### config.mk
export PLATFORM = sky130hd
export DESIGN_NAME = if_fetch_ctrl
export DESIGN_NICKNAME = d
export VERILOG_FILES = /design/src/rtl/if_fetch_ctrl.sv
export SDC_FILE = /design/constraint.sdc
export NUM_CORES = 1
export LEC_CHECK = 0
export CORE_ASPECT_RATIO = 1.25
export CORE_MARGIN = 2
export CORE_UTILIZATION = 56
export CTS_CLUSTER_SIZE = 24
export DETAILED_ROUTE_END_ITERATION = 10
export HOLD_SLACK_MARGIN = 0.06
export PLACE_DENSITY = 0.83
export SYNTH_ARGS = -nofsm -noshare
export SYNTH_HDL_FRONTEND = slang
export SYNTH_SLANG_ARGS = --single-unit
### constraint.sdc
create_clock -name clk -period 6.5 [get_ports clk]
set_input_delay 1.3 -clock clk [delete_from_list [all_inputs] [get_ports clk]]
set_output_delay 1.3 -clock clk [all_outputs]
set_load 0.005 [all_outputs]
### src/rtl/if_fetch_ctrl.sv
// ---------------------------------------------------------------------------
// if_fetch_ctrl
//
// Instruction-fetch controller for the IF stage. Holds the program counter,
// keeps at most one instruction-memory request in flight, advances the PC by
// one word per accepted request (wrapping modulo 2^WIDTH), handles branch
// redirects from EX, and delivers fetched instructions into the IF/ID
// register. A one-entry skid buffer absorbs a response that arrives while ID
// is stalled on a valid IF/ID entry.
//
// Ports
//   clk, rst          : clock, synchronous active-high reset
//   imem_req_valid    : out, request to instruction memory
//   imem_req_addr     : out, word address of the request (current PC)
//   imem_req_ready    : in,  memory accepts the request this cycle
//   imem_resp_valid   : in,  response strobe (one per accepted request)
//   imem_resp_data    : in,  instruction word
//   redirect_valid    : in,  taken branch/jump pulse from EX
//   redirect_pc       : in,  redirect target
//   id_stall          : in,  ID cannot consume the IF/ID entry this cycle
//   ifid_valid        : out, IF/ID holds a valid instruction
//   ifid_instr        : out, fetched instruction
//   ifid_pc           : out, address it was fetched from
//   ifid_npc          : out, ifid_pc + 1 (wrapping)
// ---------------------------------------------------------------------------
module if_fetch_ctrl #(
    parameter int unsigned      WIDTH    = 32,
    parameter logic [WIDTH-1:0] RESET_PC = '0
) (
    input  logic             clk,
    input  logic             rst,
    output logic             imem_req_valid,
    output logic [WIDTH-1:0] imem_req_addr,
    input  logic             imem_req_ready,
    input  logic             imem_resp_valid,
    input  logic [WIDTH-1:0] imem_resp_data,
    input  logic             redirect_valid,
    input  logic [WIDTH-1:0] redirect_pc,
    input  logic             id_stall,
    output logic             ifid_valid,
    output logic [WIDTH-1:0] ifid_instr,
    output logic [WIDTH-1:0] ifid_pc,
    output logic [WIDTH-1:0] ifid_npc
);

    typedef enum logic [1:0] {
        ST_FETCH   = 2'd0,
        ST_WAIT    = 2'd1,
        ST_DISCARD = 2'd2
    } state_t;

    state_t           state_q, state_d;
    logic [WIDTH-1:0] pc_q, pc_d;
    logic [WIDTH-1:0] req_pc_q, req_pc_d;
    logic             skid_valid_q, skid_valid_d;
    logic [WIDTH-1:0] skid_instr_q, skid_instr_d;
    logic [WIDTH-1:0] skid_pc_q, skid_pc_d;
    logic             ifid_valid_q, ifid_valid_d;
    logic [WIDTH-1:0] ifid_instr_q, ifid_instr_d;
    logic [WIDTH-1:0] ifid_pc_q, ifid_pc_d;
    logic [WIDTH-1:0] ifid_npc_q, ifid_npc_d;

    logic req_fire;
    logic deliver;

    // ------------------------------------------------------------------
    // FSM process 1: state register
    // ------------------------------------------------------------------
    always_ff @(posedge clk) begin
        if (rst) begin
            state_q <= ST_FETCH;
        end else begin
            state_q <= state_d;
        end
    end

    // ------------------------------------------------------------------
    // FSM process 2: next state
    // ------------------------------------------------------------------
    always_comb begin
        state_d = state_q;
        case (state_q)
            ST_FETCH: begin
                // A redirect already blocks the request, so no handshake
                // can happen in a redirect cycle.
                if (req_fire) begin
                    state_d = ST_WAIT;
                end
            end
            ST_WAIT: begin
                // A response always closes the outstanding request, whether
                // it is delivered or dropped by a coincident redirect.
                if (imem_resp_valid) begin
                    state_d = ST_FETCH;
                end else if (redirect_valid) begin
                    state_d = ST_DISCARD;
                end
            end
            ST_DISCARD: begin
                // A redirect here only moves the PC; the stale response is
                // still owed, and its arrival is what frees the FSM.
                if (imem_resp_valid) begin
                    state_d = ST_FETCH;
                end
            end
            default: state_d = ST_FETCH;
        endcase
    end

    // ------------------------------------------------------------------
    // FSM process 3: outputs
    // ------------------------------------------------------------------
    always_comb begin
        // Requests pause while the skid is occupied so that a response can
        // never arrive with nowhere to go.
        imem_req_valid = (state_q == ST_FETCH) && !skid_valid_q && !redirect_valid;
        deliver        = (state_q == ST_WAIT) && imem_resp_valid && !redirect_valid;
    end

    assign imem_req_addr = pc_q;
    assign req_fire      = imem_req_valid && imem_req_ready;

    // ------------------------------------------------------------------
    // PC, outstanding-request PC, skid buffer and IF/ID register
    // ------------------------------------------------------------------
    always_comb begin
        pc_d         = pc_q;
        req_pc_d     = req_pc_q;
        skid_valid_d = skid_valid_q;
        skid_instr_d = skid_instr_q;
        skid_pc_d    = skid_pc_q;
        ifid_valid_d = ifid_valid_q;
        ifid_instr_d = ifid_instr_q;
        ifid_pc_d    = ifid_pc_q;
        ifid_npc_d   = ifid_npc_q;

        if (redirect_valid) begin
            pc_d = redirect_pc;
        end else if (req_fire) begin
            req_pc_d = pc_q;
            pc_d     = pc_q + WIDTH'(1);
        end

        if (redirect_valid) begin
            ifid_valid_d = 1'b0;
            skid_valid_d = 1'b0;
        end else if (!ifid_valid_q || !id_stall) begin
            // IF/ID is empty or being consumed: refill from the skid first
            // (older), then from the response, otherwise go empty.
            if (skid_valid_q) begin
                ifid_valid_d = 1'b1;
                ifid_instr_d = skid_instr_q;
                ifid_pc_d    = skid_pc_q;
                ifid_npc_d   = skid_pc_q + WIDTH'(1);
                skid_valid_d = 1'b0;
            end else if (deliver) begin
                ifid_valid_d = 1'b1;
                ifid_instr_d = imem_resp_data;
                ifid_pc_d    = req_pc_q;
                ifid_npc_d   = req_pc_q + WIDTH'(1);
            end else begin
                ifid_valid_d = 1'b0;
            end
        end else if (deliver) begin
            // ID is stalled on a valid entry; the skid is known empty
            // because no request issues while it is full.
            skid_valid_d = 1'b1;
            skid_instr_d = imem_resp_data;
            skid_pc_d    = req_pc_q;
        end
    end

    always_ff @(posedge clk) begin
        if (rst) begin
            pc_q         <= RESET_PC;
            req_pc_q     <= '0;
            skid_valid_q <= 1'b0;
            skid_instr_q <= '0;
            skid_pc_q    <= '0;
            ifid_valid_q <= 1'b0;
            ifid_instr_q <= '0;
            ifid_pc_q    <= '0;
            ifid_npc_q   <= '0;
        end else begin
            pc_q         <= pc_d;
            req_pc_q     <= req_pc_d;
            skid_valid_q <= skid_valid_d;
            skid_instr_q <= skid_instr_d;
            skid_pc_q    <= skid_pc_d;
            ifid_valid_q <= ifid_valid_d;
            ifid_instr_q <= ifid_instr_d;
            ifid_pc_q    <= ifid_pc_d;
            ifid_npc_q   <= ifid_npc_d;
        end
    end

    assign ifid_valid = ifid_valid_q;
    assign ifid_instr = ifid_instr_q;
    assign ifid_pc    = ifid_pc_q;
    assign ifid_npc   = ifid_npc_q;

endmodule

# Yosys cells after proc, flatten, opt, wreduce, memory -nomap -nowiden
# Index checks and enable logic that the tools add are counted.
# Widths: inputs -> output; s select.
totals:
  register_bits: 228
classes:
  reduce_logical: 19
  n_addsub: 3
  n_eq_ne: 5
  mux: 15
  bitwise_logic: 2
ops:
  columns: ["operator", "count"]
  rows:
  - ["$mux 32", 8]
  - ["$add 32x1->32 const B", 3]
  - ["$reduce_and 3->1", 3]
  - ["$mux 2", 4]
  - ["$pmux 2 s3", 1]
  - ["$logic_and 1x1->1", 5]
  - ["$logic_not 1->1", 4]
  - ["$ne 2x2->1 const B", 2]
  - ["$reduce_bool 2->1", 2]
  - ["$ne 3x3->1 const B", 1]
  - ["$reduce_or 3->1", 1]
  - ["$eq 2x1->1 const B", 1]
  - ["$eq 2x2->1 const B", 1]
  - ["$logic_not 2->1", 1]
  - ["$mux 1", 2]
  - ["$not 1->1", 2]
  - ["$reduce_and 2->1", 1]
  - ["$reduce_or 2->1", 1]
  - ["$logic_or 1x1->1", 1]

# Logic depth before layout (Yosys ltp)
logic_depth:
  word_depth: 6
  depth_mapped: 13
  depth_no_buf: 7

# Least setup slack after synthesis
# Ideal clock, no wire load.
synth_path:
  path_kind: "input to output"
  startpoint: "input port redirect_valid"
  endpoint: "output port imem_req_valid"
  stages: 1
  setup_slack_ns: 3.622
  t_arrival_ns: 1.578
  t_required_ns: 5.200
  n_path_buf: 0
  cell_sequence: "nor4_4"
synth_via:
  elab_chain_cells: 2
synth_lines:
  columns: ["item", "line_no", "rtl"]
  rows:
  - ["start, declared", "37", "input logic redirect_valid,"]
  - ["$logic_not 1->1", "116", "imem_req_valid = (state_q == ST_FETCH) && !skid_valid_q && !redirect_valid;"]
  - ["$logic_and 1x1->1", "116", null]
  - ["end, declared", "32", "output logic imem_req_valid,"]
# No other way between the ends.

# Worst setup path after layout
# Ends and elaborated chain as after synthesis.

==> run metrics <==
area delta synth->final=26.0%; Longest Clk Path Bufs=3; die area=19600 sq um; XOR/XNOR share of the synthesized area=0.677%; total core area=18100 sq um; Synth area leaders=dfxtp_1 (44%), nand2_1 (9.3%), a21oi_1 (6.6%); Hold WC Path Type=reg2reg; FF+latch count, synth=228; first-pass GRT wire length=44900 microns; Crit Path Class=in2out; Reg2Reg Setup Slack=3.15 ns; slack of the critical path=2.25 ns; critical path endpoint category=output pin; drt first pass iters=5; fraction of layout cells with a size suffix above 1=5.41%; power per cell area=224 nW/um^2; CP Launch Point=redirect_valid; row count=55; Final Core Density=72.1%; die height=156 microns; status=completed; Initial Util=57.2%; reg2reg path depth=5; maximum vdd drop=0.151 mV; post-synth net total=1342; Worst EP required=5.20 ns; Vias=9935; DRC Markers=0; Syn. warnings=0; r2r endpoint=ifid_npc[29]$_SDFFE_PP0P_; Synth Area per Inst=8.15 sq um; post-route ant nets=0; Distinct cells, synth=70; # clock sinks=228; max-cap viol count=0; final wirelength=27700 microns; Leakage=4.04 nW; area share of and/or/nand/nor cells after synthesis=24.2%; crit path launch type=input pin; IO buf count=199; post-synth top area cell=dfxtp_1; Worst Path Max Fanout=40; CTS buffer count=22; fin crit share=65.4%; dpl hpwl=18200 microns; Yosys top cell area share=44.1%; synthesized-area fraction occupied by adder cells=0.242%; Max Clock Skew=0.00872 ns; f_max=235 MHz; final setup fails=0; mux cell area share after synthesis=7.31%; vias in the first global route=9006; Reg-to-Reg Start=skid_valid_q$_SDFFE_PP0P_; relative max-transition margin=36.7%; die width=126 microns; Final Hold Fails=0; I/O pin count=200; RD Place Congestion=0.854; Worst-Margin Slew=0.950 ns; total grt overflow=0; largest net degree at the start of global routing=89; Critical Path AT=2.95 ns; initial antenna violation count=0; Hold-fix buffers, CTS=0; Skew-Pair Late Insertion Delay=0.51 ns; CTS tree=built; Tmin final=4.25 ns; post-CTS setup buffer count=0; sequential area share after synthesis=44.1%; largest family of logic cells by synthesized area=simple AND/OR/NAND/NOR gates; Via density=6.01; Total Routing Usage GR=27.0%; total power=2.93 mW; DRT iter0 DRCs=996; EDFF count, synth=0; Post-synth top flop=dfxtp_1; total negative slack=0 ns; Cells after Synth=1270; CP endpoint=imem_req_valid; Compound-Gate Fraction of Synth Area=19.0%; nets=1480; Resize count post-CTS=0; Final Max Slew Viols=0; ANT cells=0; dpl ws=1.90 ns; post-synthesis cell area=10400 sq um; Root Buffer Master=clkbuf_16; RSZ-0062 raised after global routing=false; ys async rst share=0%; # H-tree levels=1; CTS clock-pin slew for the worst setup and hold paths=0.06 ns; routed len/inst=16.8 microns
[cell families after synthesis]
kind of cell             Yosys count
XOR/XNOR                           8
multiplexers                      74
AO/OA/AOI/OAI                    309
adder cells (fa/ha/maj)            2
buffers and inverters            106
AND/OR/NAND/NOR                  543
flip-flops                       228
[per-layer routing]
layer / routed length, microns / GRT usage, %
met1: 12000 / 37.2
met2: 13100 / 44.6
met3: 2210 / 3.64
met4: 477 / 7.14
met5: 0 / 0
[how the worst min path moves through the flow]
stage	startpoint	to	slack (ns)	cells after the start
final	ifid_npc[6]$_SDFFE_PP0P_	ifid_npc[6]$_SDFFE_PP0P_	0.45	2
after global routing	skid_instr_q[9]$_SDFFE_PP0P_	skid_instr_q[9]$_SDFFE_PP0P_	0.47	2
after CTS	skid_instr_q[0]$_SDFFE_PP0P_	skid_instr_q[0]$_SDFFE_PP0P_	0.46	2
after detailed placement	skid_instr_q[0]$_SDFFE_PP0P_	skid_instr_q[0]$_SDFFE_PP0P_	0.45	2
after global placement	skid_pc_q[30]$_SDFFE_PP0P_	skid_pc_q[30]$_SDFFE_PP0P_	0.44	2
after floorplan	skid_pc_q[30]$_SDFFE_PP0P_	skid_pc_q[30]$_SDFFE_PP0P_	0.43	2
[through the flow]
stage	hold slack (ns)	std cells	cell area [sq um]
finish	0.452	1652	13000
global route	0.467	1652	13000
CTS	0.455	1652	13000
detailed placement	0.446	1612	12300
global placement	0.438	1612	12300
floorplan	0.433	1270	10400
[placed cells by master, fill, tap and decap left out, types with 3 or more instances in the layout]
master,n
nor2_1,99
a32oi_1,3
inv_1,9
a31oi_1,19
and3_1,9
clkdlybuf4s50_1,198
nand4b_1,6
o21ai_0,24
and3b_1,3
nor3_1,26
nand3_1,64
dfxtp_1,227
a21oi_1,137
o311ai_0,10
or4_1,7
a211oi_1,61
o211ai_1,6
mux2i_1,61
a22oi_1,7
nand3b_1,9
xnor2_1,4
and2_1,5
a22oi_2,3
nand4_1,20
or3_1,11
clkbuf_8,4
nand2b_1,3
and4_1,3
clkbuf_16,23
clkinv_2,5
xor2_1,4
mux2_2,12
nor4_1,8
o22ai_1,6
nand2_1,256
clkbuf_1,6
buf_4,12
o31ai_1,3
[cell usage after synthesis, types with 3 or more instances]
cell type / count
buf_1: 8
a22oi_2: 3
buf_2: 11
and2_1: 4
mux2i_1: 61
o311ai_0: 10
and3b_1: 3
xor2_1: 4
inv_1: 9
a31oi_1: 19
nand2b_1: 3
a21oi_1: 137
xnor2_1: 4
buf_4: 9
nor4_1: 8
clkbuf_1: 67
a211oi_1: 61
nor2_1: 99
nand3b_1: 9
dfxtp_1: 228
a32oi_1: 3
nand4_1: 20
or3_1: 11
nand3_1: 65
nand2_1: 256
o211ai_1: 6
nand4b_1: 6
a22oi_1: 7
and3_1: 9
or4_1: 7
o31ai_1: 3
o21ai_0: 25
o22ai_1: 6
mux2_2: 12
nor3_1: 26
and4_1: 3
[registers in the layout, indices dropped and copies added, names as in the netlist]
register / flops
skid_instr_q: 32
req_pc_q: 32
ifid_valid: 1
state_q: 2
ifid_npc: 32
ifid_pc: 32
ifid_instr: 32
imem_req_addr: 32
skid_valid_q: 1
skid_pc_q: 32
[critical path: stages]
cell and delay, ns:
clkdlybuf4s50_1 0.40, buf_4 0.27, nor4_4 0.38, clkdlybuf4s50_1 0.59
[power by group]
part,total [mW],switching (mW),internal (mW)
Clock,1.27,0.540,0.735
Combinational,0.200,0.0995,0.100
Sequential,1.45,0.0323,1.42
[final cells by class]
class,count,area (sq um)
clock buffer,33,653
clock inverter,7,62.6
fill,1434,5050
inverter,9,33.8
multi-input combinational,936,5360
sequential,228,4570
tap,228,285
timing repair buffer,211,2080
Power figures use the tool's default switching activity.
